### src/rtl/mem_port_arbiter_if.sv
// Bus bundle between the instruction/data cache controllers, the arbiter
// and the shared backing memory port.
// slave  : arbiter view (requests and memory results in, ready/data/commands out)
// master : environment view (cache controllers plus memory model)
interface mem_port_arbiter_if #(
  parameter int unsigned ADDR_W = 32,
  parameter int unsigned DATA_W = 32
);
  // Instruction side
  logic              i_ren;
  logic [ADDR_W-1:0] i_address;
  logic              i_ready;
  logic [DATA_W-1:0] i_dataout;
  // Data side
  logic              d_ren;
  logic              d_wen;
  logic [ADDR_W-1:0] d_address;
  logic [DATA_W-1:0] d_datain;
  logic [3:0]        d_byte_select;
  logic              d_ready;
  logic [DATA_W-1:0] d_dataout;
  // Memory port
  logic              mem_ren;
  logic              mem_wen;
  logic [ADDR_W-1:0] mem_address;
  logic [DATA_W-1:0] mem_datain;
  logic [3:0]        mem_byte_select;
  logic [DATA_W-1:0] mem_dataout;
  logic              mem_memsig;

  modport slave (
    input  i_ren, i_address,
    output i_ready, i_dataout,
    input  d_ren, d_wen, d_address, d_datain, d_byte_select,
    output d_ready, d_dataout,
    output mem_ren, mem_wen, mem_address, mem_datain, mem_byte_select,
    input  mem_dataout, mem_memsig
  );

  modport master (
    output i_ren, i_address,
    input  i_ready, i_dataout,
    output d_ren, d_wen, d_address, d_datain, d_byte_select,
    input  d_ready, d_dataout,
    input  mem_ren, mem_wen, mem_address, mem_datain, mem_byte_select,
    output mem_dataout, mem_memsig
  );
endinterface

### src/rtl/mem_port_arbiter.sv
// Round-robin arbiter sharing one memory port between the instruction-side
// and data-side cache controllers. Registered memory commands; one-cycle
// ready pulse per consumed request; a RESP cycle separates grants.
// Optional watchdog abort enabled by defining ARB_TIMEOUT_EN.
module mem_port_arbiter #(
  parameter int unsigned ADDR_W         = 32,
  parameter int unsigned DATA_W         = 32,
  parameter int unsigned TIMEOUT_CYCLES = 255
) (
  input  logic                clk,
  input  logic                reset,
  mem_port_arbiter_if.slave   bus,
  output logic                err
);

  // Reject a watchdog limit that could never be reached
  if (TIMEOUT_CYCLES < 1) begin : g_bad_timeout
    $error("TIMEOUT_CYCLES must be at least 1");
  end

  typedef enum logic [1:0] {IDLE, BUSY_I, BUSY_D, RESP} state_t;
  typedef enum logic {SIDE_I, SIDE_D} side_t;

  state_t            r_state, w_state_nxt;
  side_t             r_last, w_last_nxt;
  logic              r_i_ready, w_i_ready_nxt;
  logic              r_d_ready, w_d_ready_nxt;
  logic [DATA_W-1:0] r_i_dataout, w_i_dataout_nxt;
  logic [DATA_W-1:0] r_d_dataout, w_d_dataout_nxt;
  logic              r_mem_ren, w_mem_ren_nxt;
  logic              r_mem_wen, w_mem_wen_nxt;
  logic [ADDR_W-1:0] r_mem_address, w_mem_address_nxt;
  logic [DATA_W-1:0] r_mem_datain, w_mem_datain_nxt;
  logic [3:0]        r_mem_byte_select, w_mem_byte_select_nxt;

  logic w_i_pend, w_d_pend, w_grant_d, w_grant_i;

`ifdef ARB_TIMEOUT_EN
  localparam int unsigned CNT_W =
    ($clog2(TIMEOUT_CYCLES + 1) > 8) ? $clog2(TIMEOUT_CYCLES + 1) : 8;
  logic [CNT_W-1:0] r_wdog, w_wdog_nxt;
  logic             r_err, w_err_nxt;
  logic             w_wdog_hit;

  // Watchdog expires on the BUSY cycle that would bring the count to the limit
  assign w_wdog_hit = (32'(r_wdog) + 32'd1) >= TIMEOUT_CYCLES;
  assign err        = r_err;
`else
  assign err = 1'b0;
`endif

  // Pending requests and round-robin tie break (side other than last grant wins)
  assign w_i_pend  = bus.i_ren;
  assign w_d_pend  = bus.d_ren | bus.d_wen;
  assign w_grant_d = w_d_pend & (~w_i_pend | (r_last == SIDE_I));
  assign w_grant_i = w_i_pend & ~w_grant_d;

  assign bus.i_ready         = r_i_ready;
  assign bus.d_ready         = r_d_ready;
  assign bus.i_dataout       = r_i_dataout;
  assign bus.d_dataout       = r_d_dataout;
  assign bus.mem_ren         = r_mem_ren;
  assign bus.mem_wen         = r_mem_wen;
  assign bus.mem_address     = r_mem_address;
  assign bus.mem_datain      = r_mem_datain;
  assign bus.mem_byte_select = r_mem_byte_select;

  // State and registered outputs
  always_ff @(posedge clk or negedge reset) begin
    if (!reset) begin
      r_state           <= IDLE;
      r_last            <= SIDE_I;
      r_i_ready         <= 1'b0;
      r_d_ready         <= 1'b0;
      r_i_dataout       <= '0;
      r_d_dataout       <= '0;
      r_mem_ren         <= 1'b0;
      r_mem_wen         <= 1'b0;
      r_mem_address     <= '0;
      r_mem_datain      <= '0;
      r_mem_byte_select <= 4'h0;
`ifdef ARB_TIMEOUT_EN
      r_wdog            <= '0;
      r_err             <= 1'b0;
`endif
    end else begin
      r_state           <= w_state_nxt;
      r_last            <= w_last_nxt;
      r_i_ready         <= w_i_ready_nxt;
      r_d_ready         <= w_d_ready_nxt;
      r_i_dataout       <= w_i_dataout_nxt;
      r_d_dataout       <= w_d_dataout_nxt;
      r_mem_ren         <= w_mem_ren_nxt;
      r_mem_wen         <= w_mem_wen_nxt;
      r_mem_address     <= w_mem_address_nxt;
      r_mem_datain      <= w_mem_datain_nxt;
      r_mem_byte_select <= w_mem_byte_select_nxt;
`ifdef ARB_TIMEOUT_EN
      r_wdog            <= w_wdog_nxt;
      r_err             <= w_err_nxt;
`endif
    end
  end

  // Next-state and next-output logic
  always_comb begin
    w_state_nxt           = r_state;
    w_last_nxt            = r_last;
    w_i_ready_nxt         = 1'b0;
    w_d_ready_nxt         = 1'b0;
    w_i_dataout_nxt       = r_i_dataout;
    w_d_dataout_nxt       = r_d_dataout;
    w_mem_ren_nxt         = r_mem_ren;
    w_mem_wen_nxt         = r_mem_wen;
    w_mem_address_nxt     = r_mem_address;
    w_mem_datain_nxt      = r_mem_datain;
    w_mem_byte_select_nxt = r_mem_byte_select;
`ifdef ARB_TIMEOUT_EN
    w_wdog_nxt            = r_wdog;
    w_err_nxt             = 1'b0;
`endif

    unique case (r_state)
      IDLE: begin
        if (w_grant_d) begin
          w_state_nxt       = BUSY_D;
          w_last_nxt        = SIDE_D;
          w_mem_address_nxt = bus.d_address;
          w_mem_byte_select_nxt = bus.d_byte_select;
          if (bus.d_wen) begin
            w_mem_wen_nxt    = 1'b1;
            w_mem_ren_nxt    = 1'b0;
            w_mem_datain_nxt = bus.d_datain;
          end else begin
            w_mem_wen_nxt    = 1'b0;
            w_mem_ren_nxt    = 1'b1;
          end
`ifdef ARB_TIMEOUT_EN
          w_wdog_nxt = '0;
`endif
        end else if (w_grant_i) begin
          w_state_nxt           = BUSY_I;
          w_last_nxt            = SIDE_I;
          w_mem_address_nxt     = bus.i_address;
          w_mem_byte_select_nxt = 4'hF;
          w_mem_ren_nxt         = 1'b1;
          w_mem_wen_nxt         = 1'b0;
`ifdef ARB_TIMEOUT_EN
          w_wdog_nxt = '0;
`endif
        end
      end
      BUSY_I: begin
        if (bus.mem_memsig) begin
          w_mem_ren_nxt   = 1'b0;
          w_mem_wen_nxt   = 1'b0;
          w_i_dataout_nxt = bus.mem_dataout;
          w_i_ready_nxt   = 1'b1;
          w_state_nxt     = RESP;
        end
`ifdef ARB_TIMEOUT_EN
        else if (w_wdog_hit) begin
          w_mem_ren_nxt = 1'b0;
          w_mem_wen_nxt = 1'b0;
          w_i_ready_nxt = 1'b1;
          w_err_nxt     = 1'b1;
          w_state_nxt   = RESP;
        end else begin
          w_wdog_nxt = r_wdog + CNT_W'(1);
        end
`endif
      end
      BUSY_D: begin
        if (bus.mem_memsig) begin
          w_mem_ren_nxt = 1'b0;
          w_mem_wen_nxt = 1'b0;
          if (!r_mem_wen) begin
            w_d_dataout_nxt = bus.mem_dataout;
          end
          w_d_ready_nxt = 1'b1;
          w_state_nxt   = RESP;
        end
`ifdef ARB_TIMEOUT_EN
        else if (w_wdog_hit) begin
          w_mem_ren_nxt = 1'b0;
          w_mem_wen_nxt = 1'b0;
          w_d_ready_nxt = 1'b1;
          w_err_nxt     = 1'b1;
          w_state_nxt   = RESP;
        end else begin
          w_wdog_nxt = r_wdog + CNT_W'(1);
        end
`endif
      end
      RESP: begin
        w_state_nxt = IDLE;
      end
      default: begin
        w_state_nxt = IDLE;
      end
    endcase
  end

endmodule

### src/flat_wrapper.sv
// flat-port wrapper written by rule: the top's interface ports become plain ports
module mem_port_arbiter_flat 
#(
  parameter int unsigned ADDR_W         = 32,
  parameter int unsigned DATA_W         = 32,
  parameter int unsigned TIMEOUT_CYCLES = 255
)
  (clk, reset, err, bus_i_ren, bus_i_address, bus_i_ready, bus_i_dataout, bus_d_ren, bus_d_wen, bus_d_address, bus_d_datain, bus_d_byte_select, bus_d_ready, bus_d_dataout, bus_mem_ren, bus_mem_wen, bus_mem_address, bus_mem_datain, bus_mem_byte_select, bus_mem_dataout, bus_mem_memsig);
  mem_port_arbiter_if #(.ADDR_W(ADDR_W), .DATA_W(DATA_W)) bus_i ();
  input  logic clk;
  input  logic reset;
  output logic err;
  input wire logic [$bits(bus_i.i_ren)-1:0] bus_i_ren;
  input wire logic [$bits(bus_i.i_address)-1:0] bus_i_address;
  output wire logic [$bits(bus_i.i_ready)-1:0] bus_i_ready;
  output wire logic [$bits(bus_i.i_dataout)-1:0] bus_i_dataout;
  input wire logic [$bits(bus_i.d_ren)-1:0] bus_d_ren;
  input wire logic [$bits(bus_i.d_wen)-1:0] bus_d_wen;
  input wire logic [$bits(bus_i.d_address)-1:0] bus_d_address;
  input wire logic [$bits(bus_i.d_datain)-1:0] bus_d_datain;
  input wire logic [$bits(bus_i.d_byte_select)-1:0] bus_d_byte_select;
  output wire logic [$bits(bus_i.d_ready)-1:0] bus_d_ready;
  output wire logic [$bits(bus_i.d_dataout)-1:0] bus_d_dataout;
  output wire logic [$bits(bus_i.mem_ren)-1:0] bus_mem_ren;
  output wire logic [$bits(bus_i.mem_wen)-1:0] bus_mem_wen;
  output wire logic [$bits(bus_i.mem_address)-1:0] bus_mem_address;
  output wire logic [$bits(bus_i.mem_datain)-1:0] bus_mem_datain;
  output wire logic [$bits(bus_i.mem_byte_select)-1:0] bus_mem_byte_select;
  input wire logic [$bits(bus_i.mem_dataout)-1:0] bus_mem_dataout;
  input wire logic [$bits(bus_i.mem_memsig)-1:0] bus_mem_memsig;
  assign bus_i.i_ren = bus_i_ren;
  assign bus_i.i_address = bus_i_address;
  assign bus_i_ready = bus_i.i_ready;
  assign bus_i_dataout = bus_i.i_dataout;
  assign bus_i.d_ren = bus_d_ren;
  assign bus_i.d_wen = bus_d_wen;
  assign bus_i.d_address = bus_d_address;
  assign bus_i.d_datain = bus_d_datain;
  assign bus_i.d_byte_select = bus_d_byte_select;
  assign bus_d_ready = bus_i.d_ready;
  assign bus_d_dataout = bus_i.d_dataout;
  assign bus_mem_ren = bus_i.mem_ren;
  assign bus_mem_wen = bus_i.mem_wen;
  assign bus_mem_address = bus_i.mem_address;
  assign bus_mem_datain = bus_i.mem_datain;
  assign bus_mem_byte_select = bus_i.mem_byte_select;
  assign bus_i.mem_dataout = bus_mem_dataout;
  assign bus_i.mem_memsig = bus_mem_memsig;
  mem_port_arbiter #(.ADDR_W(ADDR_W), .DATA_W(DATA_W), .TIMEOUT_CYCLES(TIMEOUT_CYCLES)) u_core (.clk(clk), .reset(reset), .bus(bus_i), .err(err));
endmodule
### config.mk
export PLATFORM = sky130hd
export DESIGN_NAME = mem_port_arbiter_flat
export DESIGN_NICKNAME = d
export VERILOG_FILES = /design/src/rtl/mem_port_arbiter_if.sv /design/src/rtl/mem_port_arbiter.sv /design/src/flat_wrapper.sv
export SDC_FILE = /design/constraint.sdc
export NUM_CORES = 1
export LEC_CHECK = 0
export BUFFER_PORTS_ARGS = -buffer_cell sky130_fd_sc_hd__buf_2
export CAP_MARGIN = 25
export CORE_MARGIN = 4
export CORE_UTILIZATION = 42
export DETAILED_ROUTE_END_ITERATION = 8
export PLACE_DENSITY = 0.87
export SKIP_CTS_REPAIR_TIMING = 1
export SLEW_MARGIN = 20
export SYNTH_ARGS = -nofsm -noshare
export SYNTH_HDL_FRONTEND = slang
export SYNTH_SLANG_ARGS = --single-unit
### constraint.sdc
create_clock -name clk -period 1.6 [get_ports clk]
set_input_delay 0 -clock clk [delete_from_list [all_inputs] [get_ports clk]]
set_output_delay 0 -clock clk [all_outputs]
set_load 0.01 [all_outputs]
======== Word-level counts from Yosys, hierarchy flattened ========
Cells that the tools add are included.
W data, S select, Z words.
storage, ports and cells
  register bits after elaboration ......... 139
  bits in latches ......................... 0
  memory bits (writable) .................. 0
  memory bits (read-only) ................. 0
  input bits .............................. 138
  output and inout bits ................... 137
  memories kept ........................... 0
operators by class
  add/subtract/negate cells ............... 0
  $mul .................................... 0
  divide/modulo/power cells ............... 0
  $lt $le $gt $ge ......................... 0
  eq/ne operators ......................... 5
  shifts and indexed selects .............. 0
  muxes and demuxes ....................... 21
  bitwise gates (word level) .............. 8
  reduce and logical (&&, ||, !) cells .... 10
operator list
  kind                  count
  $mux W32              2
  $mux W1               11
  $reduce_and A3 Y1     3
  $mux W4               2
  $mux W2               3
  $pmux W2 S3           1
  $reduce_and A2 Y1     3
  $eq A2 B2 Y1 const B  2
  $not A1 Y1            4
  $pmux W1 S2           2
  $reduce_bool A2 Y1    2
  $ne A3 B1 Y1 const B  1
  $and A1 B1 Y1         2
  $eq A2 B1 Y1 const B  1
  $logic_not A2 Y1      1
  $ne A2 B1 Y1 const B  1
  $or A1 B1 Y1          2
  $reduce_or A2 Y1      1

======== Logic depth before layout (Yosys ltp) ========
Gate-level depths: netlist (run 1).
  depth in word-level cells ............... 8
  mapped depth ............................ 7
  depth with buffers taken out ............ 5

======== Worst setup path after synthesis (run 1) ========
OpenSTA, ideal clock, no wires.
  kind .................................... register to register
  from .................................... register u_core.r_state[0]
  to ...................................... register u_core.r_mem_ren (netlist: u_core.bus.mem_ren)
  library setup time ...................... 0.125 ns
  data arrival time ....................... 1.568 ns
  data required time ...................... 1.475 ns
  path slack .............................. -0.093 ns
  stages on the path, launching flop included .. 6
  buffers on the path ..................... 0
  clock period less this slack ............ 1.693 ns
  cell sequence ........................... dfrtp_1 > inv_1 > ha_1 > nor2b_1 > a211oi_1 > mux2_2
between the ends
  longest elaborated chain between the ends .. 4
  elaborated cells on any way between the ends .. 9
  those cells by class .................... 4 x eq/ne; 1 x mux; 4 x reduce/logical
ends and longest elaborated chain
  item                                                                        RTL line                 text
  start, declared                                                             mem_port_arbiter.sv:24   state_t r_state, w_state_nxt;
  start signal, assigned                                                      mem_port_arbiter.sv:87   r_state <= w_state_nxt;
  $eq A2 B1 Y1 / $eq A2 B2 Y1 (equally long branches)                         mem_port_arbiter.sv:123  unique case (r_state)
  $reduce_or A2 Y1 (no source line)                                           n/a
  $ne A2 B1 Y1 (no source line) / $reduce_bool A2 Y1 (equally long branches)  n/a
  $reduce_and A3 Y1 (no source line)                                          n/a
  end signal, assigned                                                        mem_port_arbiter.sv:93   r_mem_ren <= w_mem_ren_nxt;
  end, declared                                                               mem_port_arbiter.sv:30   logic r_mem_ren, w_mem_ren_nxt;
Parallel ways exist; a longest one is shown, timed or not.
A chain may end at the register's enable or synchronous reset.

======== Final worst setup path (run 1) ========
  from .................................... register u_core.r_state[1]
  to ...................................... register u_core.r_mem_wen (netlist: u_core.bus.mem_wen)
between the ends
  longest elaborated chain between the ends .. 4
  elaborated cells on any way between the ends .. 9
  those cells by class .................... 4 x eq/ne; 1 x mux; 4 x reduce/logical
ends and longest elaborated chain
  item                                                                        RTL line                 text
  $eq A2 B1 Y1 / $eq A2 B2 Y1 (equally long branches)                         mem_port_arbiter.sv:123
  $reduce_or A2 Y1 (no source line)                                           n/a
  $ne A2 B1 Y1 (no source line) / $reduce_bool A2 Y1 (equally long branches)  n/a
  $reduce_and A3 Y1 (no source line)                                          n/a
  end signal, assigned                                                        mem_port_arbiter.sv:94   r_mem_wen <= w_mem_wen_nxt;
  end, declared                                                               mem_port_arbiter.sv:31   logic r_mem_wen, w_mem_wen_nxt;
Parallel ways exist; a longest one is shown, timed or not.

==> results by group, run 1 <==
Status
  • Status: completed

Floorplan
  • Die width: 124.7 µm
  • Height of the die: 124.7 µm
  • # IOs: 275
  • Site Rows: 42
  • Initial Utilization: 43.05%
  • Die area: 0.01556 mm²
  • Core area: 0.01330 mm²

Logic synthesis
  • Sequential share of the synthesized area: 60.77%
  • Yosys warnings: 0
  • Cell area after synthesis: 0.005724 mm²
  • Post-synthesis register bit count: 139
  • Post-Synthesis Cells: 390
  • Synth async-reset ratio: 100.0%
  • Syn nets: 533
  • Predominant post-synthesis flop cell: dfrtp_1
  • Top post-synthesis cells by area: dfrtp_1 (61%), mux2_2 (13%), mux2_4 (7.9%)
  • EDFF count, synth: 0
  • Cell variety after synth: 27
  • Post-synth top area cell: dfrtp_1
  • Synth top area share: 60.77%
  • Syn Area/Cell: 14.68 µm²

Pwr
  • Sw Share: 33.67%
  • Comb pwr share: 42.6%
  • VDD IR max: 985.5 µV
  • Internal Power: 0.01181 W
  • Clk pwr share: 22.1%
  • Part of the power in registers: 35.3%
  • Leak: 4.858 nW
  • Switching pwr: 0.005992 W
  • Pwr dens: 1877 mW/mm²

Clock tree
  • Clk_lat worst skew: 410 ps
  • H-tree levels: 4
  • Clk sink count: 139
  • Cts bufs inserted: 17
  • Worst-path clk slew: 60 ps
  • Maximum clock path buffer count: 2
  • Clock Root Buffer: clkbuf_16
  • CTS tree: done

Timing
  • Tcrit/Tclk final: 96.64%
  • Final setup vio count: 0
  • Clock Skew: 10.10 ps
  • Max Fclk: 646.7 MHz
  • Final min period: 1546 ps
  • Final-report hold violation count: 0
  • Setup TNS: 0 ps
  • Relative slew margins: 51.82%
  • Worst-margin pin slew: 717.2 ps
  • Slew Viols, Final: 0

Global routing
  • Antenna violations before repair: 0
  • First-pass GRT wire length: 22410 µm
  • GRT Util Overall: 18.09%
  • Number of global-route vias before repair: 4422
  • Total gr overflow: 0
  • Largest net degree at the start of global routing: 50

Setup path
  • Reg2reg path depth: 5
  • Critical path's slowest cell: dfrtp_1
  • Setup crit start kind: register
  • Crit path depth: 5
  • Crit-path cells: inv_2 > ha_4 > nor2b_4 > a211oi_4 > mux2_4
  • Critical path type: reg2reg
  • Worst Path Required: 1890 ps
  • Crit. End Element: register
  • CP arrival: 1830 ps
  • Worst-path fanout max: 4
  • WP buf/inv: 1
  • Top delay family on crit path: flip-flops
  • R2R Setup Slk: 50 ps
  • Largest stage delay, worst path: 410 ps

Finish
  • Antenna fix cells: 0
  • Final Cell Area: 0.009483 mm²
  • Commonest non-fill, non-tap cell in the layout: buf_2
  • Most frequent cells in the layout: buf_2 (272), dfrtp_1 (139), dlygate4sd3_1 (134), mux2_2 (63), nand2_1 (36)
  • Area growth syn-to-layout: 65.66%
  • Nets: 959
  • Layout cell share with drive strength beyond 1: 52.35%

Hold path
  • Worst hold path type: in2reg
  • WHS Path Cells: 4

Route
  • DR pass1 iterations: 4
  • Final ANT Viol Nets: 0
  • Vias per cell: 4.846
  • DRT iter0 DRCs: 229
  • Mean routed wirelength per cell: 18.02 µm
  • Post-Route WL: 18110 µm
  • Remaining DRCs: 0
  • Via count: 4870

Place
  • Area post-placement: 0.007438 mm²
  • Gpl congestion: 0.8396
  • Post-DP HPWL: 10840 µm
  • Port buffer count: 273

Run
  • MaxCap Viol Count: 0
-- area by class of cell --
cell class | count | area, µm²
Clock inverter | 9 | 110.1
Fill cell | 826 | 3812
Inverter | 3 | 11.26
Sequential cell | 139 | 3478
Timing Repair Buffer | 429 | 3024
Clock buffer | 23 | 488.0
Multi-Input combinational cell | 226 | 2151
Tap cell | 176 | 220.2
-- Yosys cell counts, types with 2 or more instances --
master / n
o21ai_1: 29
o21ai_0: 3
ha_1: 5
nor2_1: 2
buf_4: 4
nor2b_1: 3
mux2_2: 66
buf_2: 8
dfrtp_1: 139
o22a_1: 4
inv_1: 3
a21oi_1: 2
mux2_1: 3
buf_6: 9
mux2i_1: 34
mux2_4: 30
nand2_1: 36
-- power groups by stage --
stage	combinational (W)	sequential, W	clock, W
6_report	0.00759	0.00629	0.00393
3_3_place_gp	0.00671	0.00616	0
4_1_cts	0.00697	0.00623	0.00400
3_5_place_dp	0.00697	0.00625	0
5_1_grt	0.00816	0.00647	0.00417
2_1_floorplan	0.00324	0.00699	0
-- metal layers --
layer  vias to the layer above  wire [µm]  track usage, %
li1                       2211          -               -
met2                       240       9622           31.27
met5                         -          0               0
met4                         0        453           7.028
met1                      2379       6705           20.81
met3                        40       1325           5.875
-- worst paths after layout --
check / endpoint / from
worst max register to register: u_core.bus.mem_wen / u_core.r_state[1]
max in group asynchronous: u_core.bus.mem_address[14] / reset
min in group asynchronous: u_core.bus.mem_datain[4] / reset
worst max-delay path: u_core.bus.mem_wen / u_core.r_state[1]
worst min-delay path: u_core.bus.mem_address[11] / bus_d_ren
worst min register to register: u_core.bus.mem_address[22] / u_core.bus.mem_address[22]
-- registers in the layout, indices dropped and copies added (netlist names) --
register                    count
u_core.bus.mem_datain          32
u_core.bus.mem_byte_select      4
u_core.bus.i_dataout           32
u_core.bus.d_dataout           32
u_core.bus.mem_address         32
u_core.bus.mem_ren              1
u_core.r_last                   1
u_core.bus.i_ready              1
u_core.r_state                  2
u_core.bus.mem_wen              1
u_core.bus.d_ready              1
-- through the flow --
stage                     worst slack (ps)  hold slack, ps  utilization [%]  power (W)  cells
after floorplan                     -2.680          -295.6                -    0.01023    390
after global placement               11.81          -35.70            55.95    0.01287    835
after detailed placement            -60.27          -39.28            55.95    0.01322    835
after CTS                           -67.29          -485.9            60.45    0.01719    867
after global routing                -46.85           22.54            71.33    0.01880   1005
final                                53.70           20.78            71.33    0.01780   1005
-- cell families after synthesis --
group / Yosys count / share of synthesized area (%)
flops: 139 / 60.77
mux: 133 / 27.39
simple gates: 45 / 3.235
compound gates: 42 / 4.197
buf+inv: 25 / 3.257
fa+ha+maj: 5 / 1.093
other cells: 1 / 0.06551
-- worst register-to-register path: stages (launching register included) --
cell and delay [ps]:
dfrtp_1 410, inv_2 120, ha_4 220, nor2b_4 140, a211oi_4 220, mux2_4 330
Power figures use the tool's default switching activity.
==> inputs of run 2 (changes only) <==
--- a/config.mk
+++ b/config.mk
@@ -13,2 +13,3 @@
 export PLACE_DENSITY = 0.87
+export RECOVER_POWER = 50
 export SKIP_CTS_REPAIR_TIMING = 1
==> constraint.sdc (replaced) <==
create_clock -name clk -period 1.6 [get_ports clk]
set_input_delay 0.16 -clock clk [delete_from_list [all_inputs] [get_ports clk]]
set_output_delay 0.16 -clock clk [all_outputs]
set_load 0.01 [all_outputs]
==> run 2 against run 1 <==
  * Utilization shrank 7.2 points
  * Setup slack gained 7.3 ps
  * Critical path depth is the same
  * Register-to-register slack is essentially flat
  * Clock skew shrank 4.3 ps
  * Sequential cell count is the same
  * Non-clock buffer count shrank 84
  * Largest power group unchanged
  * Combinational power shrank 10%
  * Highest routed layer unchanged
  * Power shrank 4.8%
  * Routed wire length shrank 16%
==> results by group, run 2 (synthesized netlist as in run 1, its figures left out) <==
Status
  • Status: completed

Timing
  • Setup slack after layout: 61.05 ps (+7.349 ps)
  • RSZ-0062 raised after global routing: yes
  • Final min period: 1539 ps (-7.349 ps)
  • Final-report hold violation count: 0 (unchanged)
  • Relative slew margins: 32.76% (-19 points)
  • Setup TNS: 0 ps (unchanged)
  • Clock Skew: 5.844 ps (-4.254 ps)
  • Fin Hold WS: 6.751 ps (-14.03 ps)
  • Slew Viols, Final: 0 (unchanged)
  • Final setup vio count: 0 (unchanged)
  • Worst-margin pin slew: 1009 ps (+291.5 ps)
  • Tcrit/Tclk final: 96.18% (-0.46 points)
  • Max Fclk: 649.8 MHz (+0.48%)

Clock tree
  • Clk_lat worst skew: 400 ps (about the same)
  • Clk sink count: 139 (unchanged)
  • Worst-path clk slew: 60 ps (about the same)
  • Cts bufs inserted: 17 (unchanged)
  • Clock Root Buffer: clkbuf_16
  • H-tree levels: 4 (unchanged)
  • Maximum clock path buffer count: 2 (unchanged)
  • CTS tree: done

Global routing
  • GR peak layer: met2
  • Total gr overflow: 0 (unchanged)
  • Grt met3 use: 5.446% (-0.43 points)
  • Largest net degree at the start of global routing: 56 (+12%)
  • Number of global-route vias before repair: 4404 (-0.41%)
  • M2 GR Usage: 30.63% (-0.64 points)
  • First-pass GRT wire length: 22580 µm (+0.74%)
  • GRT Util Overall: 18.16% (+0.073 points)
  • Antenna violations before repair: 0 (unchanged)
  • Met1 Usage GRT: 21.48% (+0.67 points)

Finish
  • Area growth syn-to-layout: 48.85%
  • Most frequent cells in the layout: buf_2 (211), dfrtp_1 (139), mux2_2 (66), clkbuf_1 (62), dlygate4sd3_1 (53)
  • Commonest non-fill, non-tap cell in the layout: buf_2
  • Core Util, Final: 64.09% (-7.2 points)
  • Nets: 875 (-8.8%)
  • Layout cell share with drive strength beyond 1: 49.60% (-2.8 points)
  • Antenna fix cells: 0 (unchanged)

Route
  • DR pass1 iterations: 4 (unchanged)
  • Remaining DRCs: 0 (unchanged)
  • Post-Route WL: 15210 µm (-16%)
  • Via count: 4376 (-10%)
  • Vias per cell: 4.757 (-1.8%)
  • Final ANT Viol Nets: 0 (unchanged)
  • Mean routed wirelength per cell: 16.53 µm (-8.2%)
  • DRT iter0 DRCs: 167 (-27%)

Setup path
  • CP arrival: 1830 ps (about the same)
  • Setup crit start kind: register
  • R2R Setup Slk: 60 ps (about the same)
  • CP Capture Point: u_core.bus.mem_ren
  • Reg2reg path depth: 5 (unchanged)
  • CP startpoint: u_core.r_state[1]
  • Worst-path fanout max: 3 (-1)
  • Worst Path Required: 1890 ps (about the same)
  • Reg2Reg Launch Point: u_core.r_state[1]
  • Worst r2r dst: u_core.bus.mem_ren
  • Crit. End Element: register
  • Critical path type: reg2reg

Place
  • Gpl congestion: 0.8299 (-1.2%)
  • Worst slack at placement: -18.98 ps (+41.29 ps)
  • Port buffer count: 273 (unchanged)
  • Post-DP HPWL: 10720 µm (-1.1%)

Floorplan
  • Die area: 0.01556 mm² (unchanged)
  • Height of the die: 124.7 µm (unchanged)
  • Core area: 0.01330 mm² (unchanged)
  • # IOs: 275 (unchanged)
  • Die width: 124.7 µm (unchanged)
  • Site Rows: 42 (unchanged)
  • Initial Utilization: 43.05% (unchanged)

Hold path
  • Worst hold path type: in2reg

Pwr
  • Leak: 4.291 nW (-12%)
  • VDD IR max: 815.7 µV (-17%)
  • Total power: 0.01694 W (-4.8%)
  • Pwr dens: 1988 mW/mm² (+5.9%)

Run
  • MaxCap Viol Count: 0 (unchanged)
## run 2: worst min path at each step
| stage | startpoint | endpoint | slack, ps | cells past startpoint |
|---|---|---|---|---|
| 2_1_floorplan | reset | u_core.bus.d_dataout[0] | -140 | 0 |
| 3_3_place_gp | reset | u_core.bus.i_dataout[7] | 90 | 1 |
| 3_5_place_dp | reset | u_core.bus.i_dataout[7] | 90 | 1 |
| 4_1_cts | reset | u_core.bus.mem_datain[19] | -350 | 1 |
| 5_1_grt | bus_mem_dataout[21] | u_core.bus.d_dataout[21] | 2 | 2 |
| 6_report | bus_mem_dataout[4] | u_core.bus.d_dataout[4] | 7 | 2 |
## run 2: per-layer routing
metal,part of all wire [%],vias up
met5,0,-
met4,3.4,0
met3,7.7,46
met2,51,212
met1,38,2079
li1,-,2039
## run 2: per-stage QoR
stage	instances	cell area, µm²
detailed placement	833	7411
CTS	864	7998
finish	920	8521
floorplan	390	5742
global placement	833	7411
global route	920	8521
## run 2: worst max-delay path, stage by stage, from the launching register on
cell      delay (ps)
dfrtp_1          410
inv_2            100
ha_4             200
nor2b_1          150
a211oi_2         200
mux2_2           370
## run 2: area by class of cell
class	instances	area [µm²]
tap	176	220.2
clock buffer	21	470.5
sequential	139	3478
fill	1023	4775
inverter	3	11.26
multi-input combinational	226	2123
timing repair buffer	345	2101
clock inverter	10	116.4
## run 2: report_power, final
part,internal [W],total (W),switching (W)
registers,0.00529,0.00628,0.000990
clock network,0.00241,0.00384,0.00144
logic,0.00352,0.00681,0.00330
total,0.0112,0.0169,0.00572
==> inputs of run 3 (changes only) <==
Settings changed: ABC_AREA set to 1, PLACE_DENSITY 0.87 to 0.86.
==> run 3 against run 2 <==
  * Critical path type unchanged
  * Utilization is 2.7 points lower
  * Highest routed layer unchanged
  * The flow now finishes with violations (negative hold slack)
  * Global-route usage is 1.5 points higher
  * Sequential share of layout area is 1.5 points higher
==> results by group, run 3 <==
Clock tree
  • Clk sink count: 139 (unchanged)
  • Clk_lat worst skew: 420 ps (+20 ps)
  • H-tree levels: 4 (unchanged)
  • Maximum clock path buffer count: 2 (unchanged)
  • Worst-path clk slew: 60 ps (about the same)
  • CTS tree: done
  • Clock Root Buffer: clkbuf_16
  • Cts bufs inserted: 17 (unchanged)

Setup path
  • WP buf/inv: 2 (+1)
  • Crit-path cells: inv_2 > ha_1 > nand2_1 > or2_4 > buf_12 > o21ai_0
  • Largest stage delay, worst path: 420 ps (about the same)
  • Worst Path Required: 1920 ps (+30 ps)
  • Setup crit start kind: register
  • Reg2Reg Launch Point: u_core.r_state[0]
  • Top delay family on crit path: flip-flops
  • Crit path depth: 6 (+1)
  • Worst-path fanout max: 32 (+29)
  • Crit. End Element: register
  • R2R Setup Slk: 70 ps (about the same)
  • CP startpoint: u_core.r_state[0]
  • CP arrival: 1850 ps (+20 ps)
  • Critical path type: reg2reg
  • Critical path's slowest cell: dfrtp_1
  • Worst r2r dst: u_core.bus.d_dataout[20]
  • CP Capture Point: u_core.bus.d_dataout[20]
  • Reg2reg path depth: 6 (+1)

Timing
  • Slew Viols, Final: 0 (unchanged)
  • Final setup vio count: 0 (unchanged)
  • Max Fclk: 653.8 MHz (+0.62%)
  • Relative slew margins: 19.42% (-13 points)
  • Worst-margin pin slew: 1209 ps (+200.1 ps)
  • Final min period: 1529 ps (-9.490 ps)
  • Setup slack after layout: 70.54 ps (+9.490 ps)
  • Clock Skew: 8.813 ps (+2.968 ps)
  • Tcrit/Tclk final: 95.59% (-0.59 points)
  • Fin Hold WS: -8.289 ps (-15.04 ps)
  • Final-report hold violation count: 6 (+6)

Floorplan
  • Die width: 125.7 µm (+0.74%)
  • Die area: 0.01579 mm² (+1.5%)
  • Initial Utilization: 43.40% (+0.34 points)
  • # IOs: 275 (unchanged)
  • Core area: 0.01340 mm² (+0.79%)
  • Height of the die: 125.7 µm (+0.74%)
  • Site Rows: 42 (unchanged)

Logic synthesis
  • Top post-synthesis cells by area: dfrtp_1 (60%), nand2_1 (18%), o21ai_0 (8.1%)
  • Most common library cells after synthesis: nand2_1 (279), dfrtp_1 (139), o21ai_0 (94), inv_1 (75), nand3_1 (36)
  • Sequential share of the synthesized area: 59.81% (-0.95 points)
  • Synth async-reset ratio: 100.0% (unchanged)
  • Cell area after synthesis: 0.005816 mm² (+1.6%)
  • Cell variety after synth: 19 (-30%)
  • Count leader, synth: nand2_1
  • Post-Synthesis Cells: 690 (+77%)
  • Yosys warnings: 0 (unchanged)
  • Syn Area/Cell: 8.428 µm² (-43%)
  • Post-synth top area cell: dfrtp_1
  • EDFF count, synth: 0 (unchanged)
  • Syn nets: 833 (+56%)
  • Post-synthesis register bit count: 139 (unchanged)
  • Predominant post-synthesis flop cell: dfrtp_1
  • Synth top area share: 59.81% (-0.95 points)

Finish
  • Nets: 1117 (+28%)
  • Commonest non-fill, non-tap cell in the layout: nand2_1
  • Area growth syn-to-layout: 41.46%
  • Most frequent cells in the layout: nand2_1 (278), buf_2 (206), dfrtp_1 (139), o21ai_0 (93), inv_1 (73)
  • Layout cell share with drive strength beyond 1: 26.67% (-23 points)
  • Final Cell Area: 0.008227 mm² (-3.5%)
  • Core Util, Final: 61.39% (-2.7 points)

Run
  • MaxCap Viol Count: 0 (unchanged)

Route
  • DRT iter0 DRCs: 263 (+57%)
  • Vias per cell: 4.681 (-1.6%)
  • DR pass1 iterations: 5 (+1)
  • Mean routed wirelength per cell: 14.21 µm (-14%)
  • Post-Route WL: 16530 µm (+8.6%)
  • Via count: 5444 (+24%)
  • Final ANT Viol Nets: 0 (unchanged)
  • Remaining DRCs: 0 (unchanged)

Place
  • Port buffer count: 273 (unchanged)
  • Area post-placement: 0.007415 mm² (about the same)
  • Post-DP HPWL: 11610 µm (+8.4%)
  • Worst slack at placement: -25.69 ps (-6.716 ps)
  • Gpl congestion: 0.8688 (+4.7%)

Global routing
  • GRT Util Overall: 19.61% (+1.5 points)
  • Total gr overflow: 0 (unchanged)
  • Antenna violations before repair: 0 (unchanged)
  • Largest net degree at the start of global routing: 66 (+18%)
  • Number of global-route vias before repair: 5220 (+19%)
  • First-pass GRT wire length: 25120 µm (+11%)

Status
  • Status: complete, but fails checks
  • Failing checks: negative hold slack

Hold path
  • Worst hold path type: in2reg

Pwr
  • Leak: 4.655 nW (+8.5%)
  • VDD IR max: 1128 µV (+38%)
  • Pwr dens: 2018 mW/mm² (+1.5%)
-- run 3: changes by cell type in the layout (fill, tap and decap cells not counted), moves of 5 or more --
cell / before / now
buf_2: 211 / 206
dlygate4sd3_1: 53 / 13
inv_1: 1 / 73
mux2_2: 66 / 0
mux2_4: 30 / 0
mux2i_1: 34 / 0
nand2_1: 35 / 278
nand3_1: 0 / 36
nor2_1: 2 / 14
o21ai_0: 3 / 93
o21ai_1: 29 / 3
-- run 3: worst min-delay path: cells and delay by family --
kind / cells / cell delay (ps)
buffers and inverters: 2 / 130
AOI/OAI and AO/OA: 1 / 70
-- run 3: how the worst min path moves through the flow --
stage	start	cells after the start	slack, ps	end
finish	bus_d_datain[18]	3	-8	u_core.bus.mem_datain[18]
detailed placement	reset	1	120	u_core.bus.i_dataout[5]
global placement	reset	1	130	u_core.bus.i_dataout[5]
CTS	reset	1	-330	u_core.bus.i_dataout[5]
floorplan	reset	0	-140	u_core.bus.d_dataout[0]
global route	bus_d_datain[28]	3	1	u_core.bus.mem_datain[28]
-- run 3: metrics by stage --
step	setup TNS [ps]	instances	total power, W
floorplan	0	690	0.009339
global placement	0	1113	0.01184
detailed placement	-264.6	1113	0.01213
CTS	-1160	1144	0.01662
global route	-7.560	1162	0.01776
finish	0	1163	0.01660
-- run 3: final cells by class --
class | instances | area [µm²]
fillers | 1151 | 5174
flip-flops and latches | 139 | 3478
multi-input cells | 438 | 1903
repair buffers | 302 | 1657
clock buffers | 17 | 425.4
inverters | 76 | 297.8
clock inverters | 14 | 242.7
well taps | 176 | 220.2
diodes | 1 | 2.502
-- run 3: kinds of logic (layout without fill, tap and decap cells) --
| kind of cell | after synthesis | after routing | synth area share, % |
|---|---|---|---|
| flip-flops | 139 | 139 | 59.81 |
| other | 1 | 2 | 0.06448 |
| AND/OR/NAND/NOR | 334 | 334 | 22.61 |
| adder cells (fa/ha/maj) | 5 | 5 | 1.076 |
| buffers and inverters | 113 | 409 | 7.767 |
| AO/OA/AOI/OAI | 98 | 98 | 8.670 |
-- run 3: metal layers --
layer | vias up | track usage [%] | part of all wire (%)
li1 | 2693 | - | -
met3 | 33 | 6.012 | 7.1
met1 | 2517 | 23.16 | 39
met4 | 0 | 8.355 | 2.6
met5 | - | 0 | 0
met2 | 201 | 33.26 | 51
-- run 3: power breakdown --
group | switching [W] | internal (W) | leakage, nW
Sequential | 0.000899 | 0.00515 | 1.73
Combinational | 0.00378 | 0.00236 | 2.61
Clock | 0.00150 | 0.00292 | 0.316
Total | 0.00617 | 0.0104 | 4.66
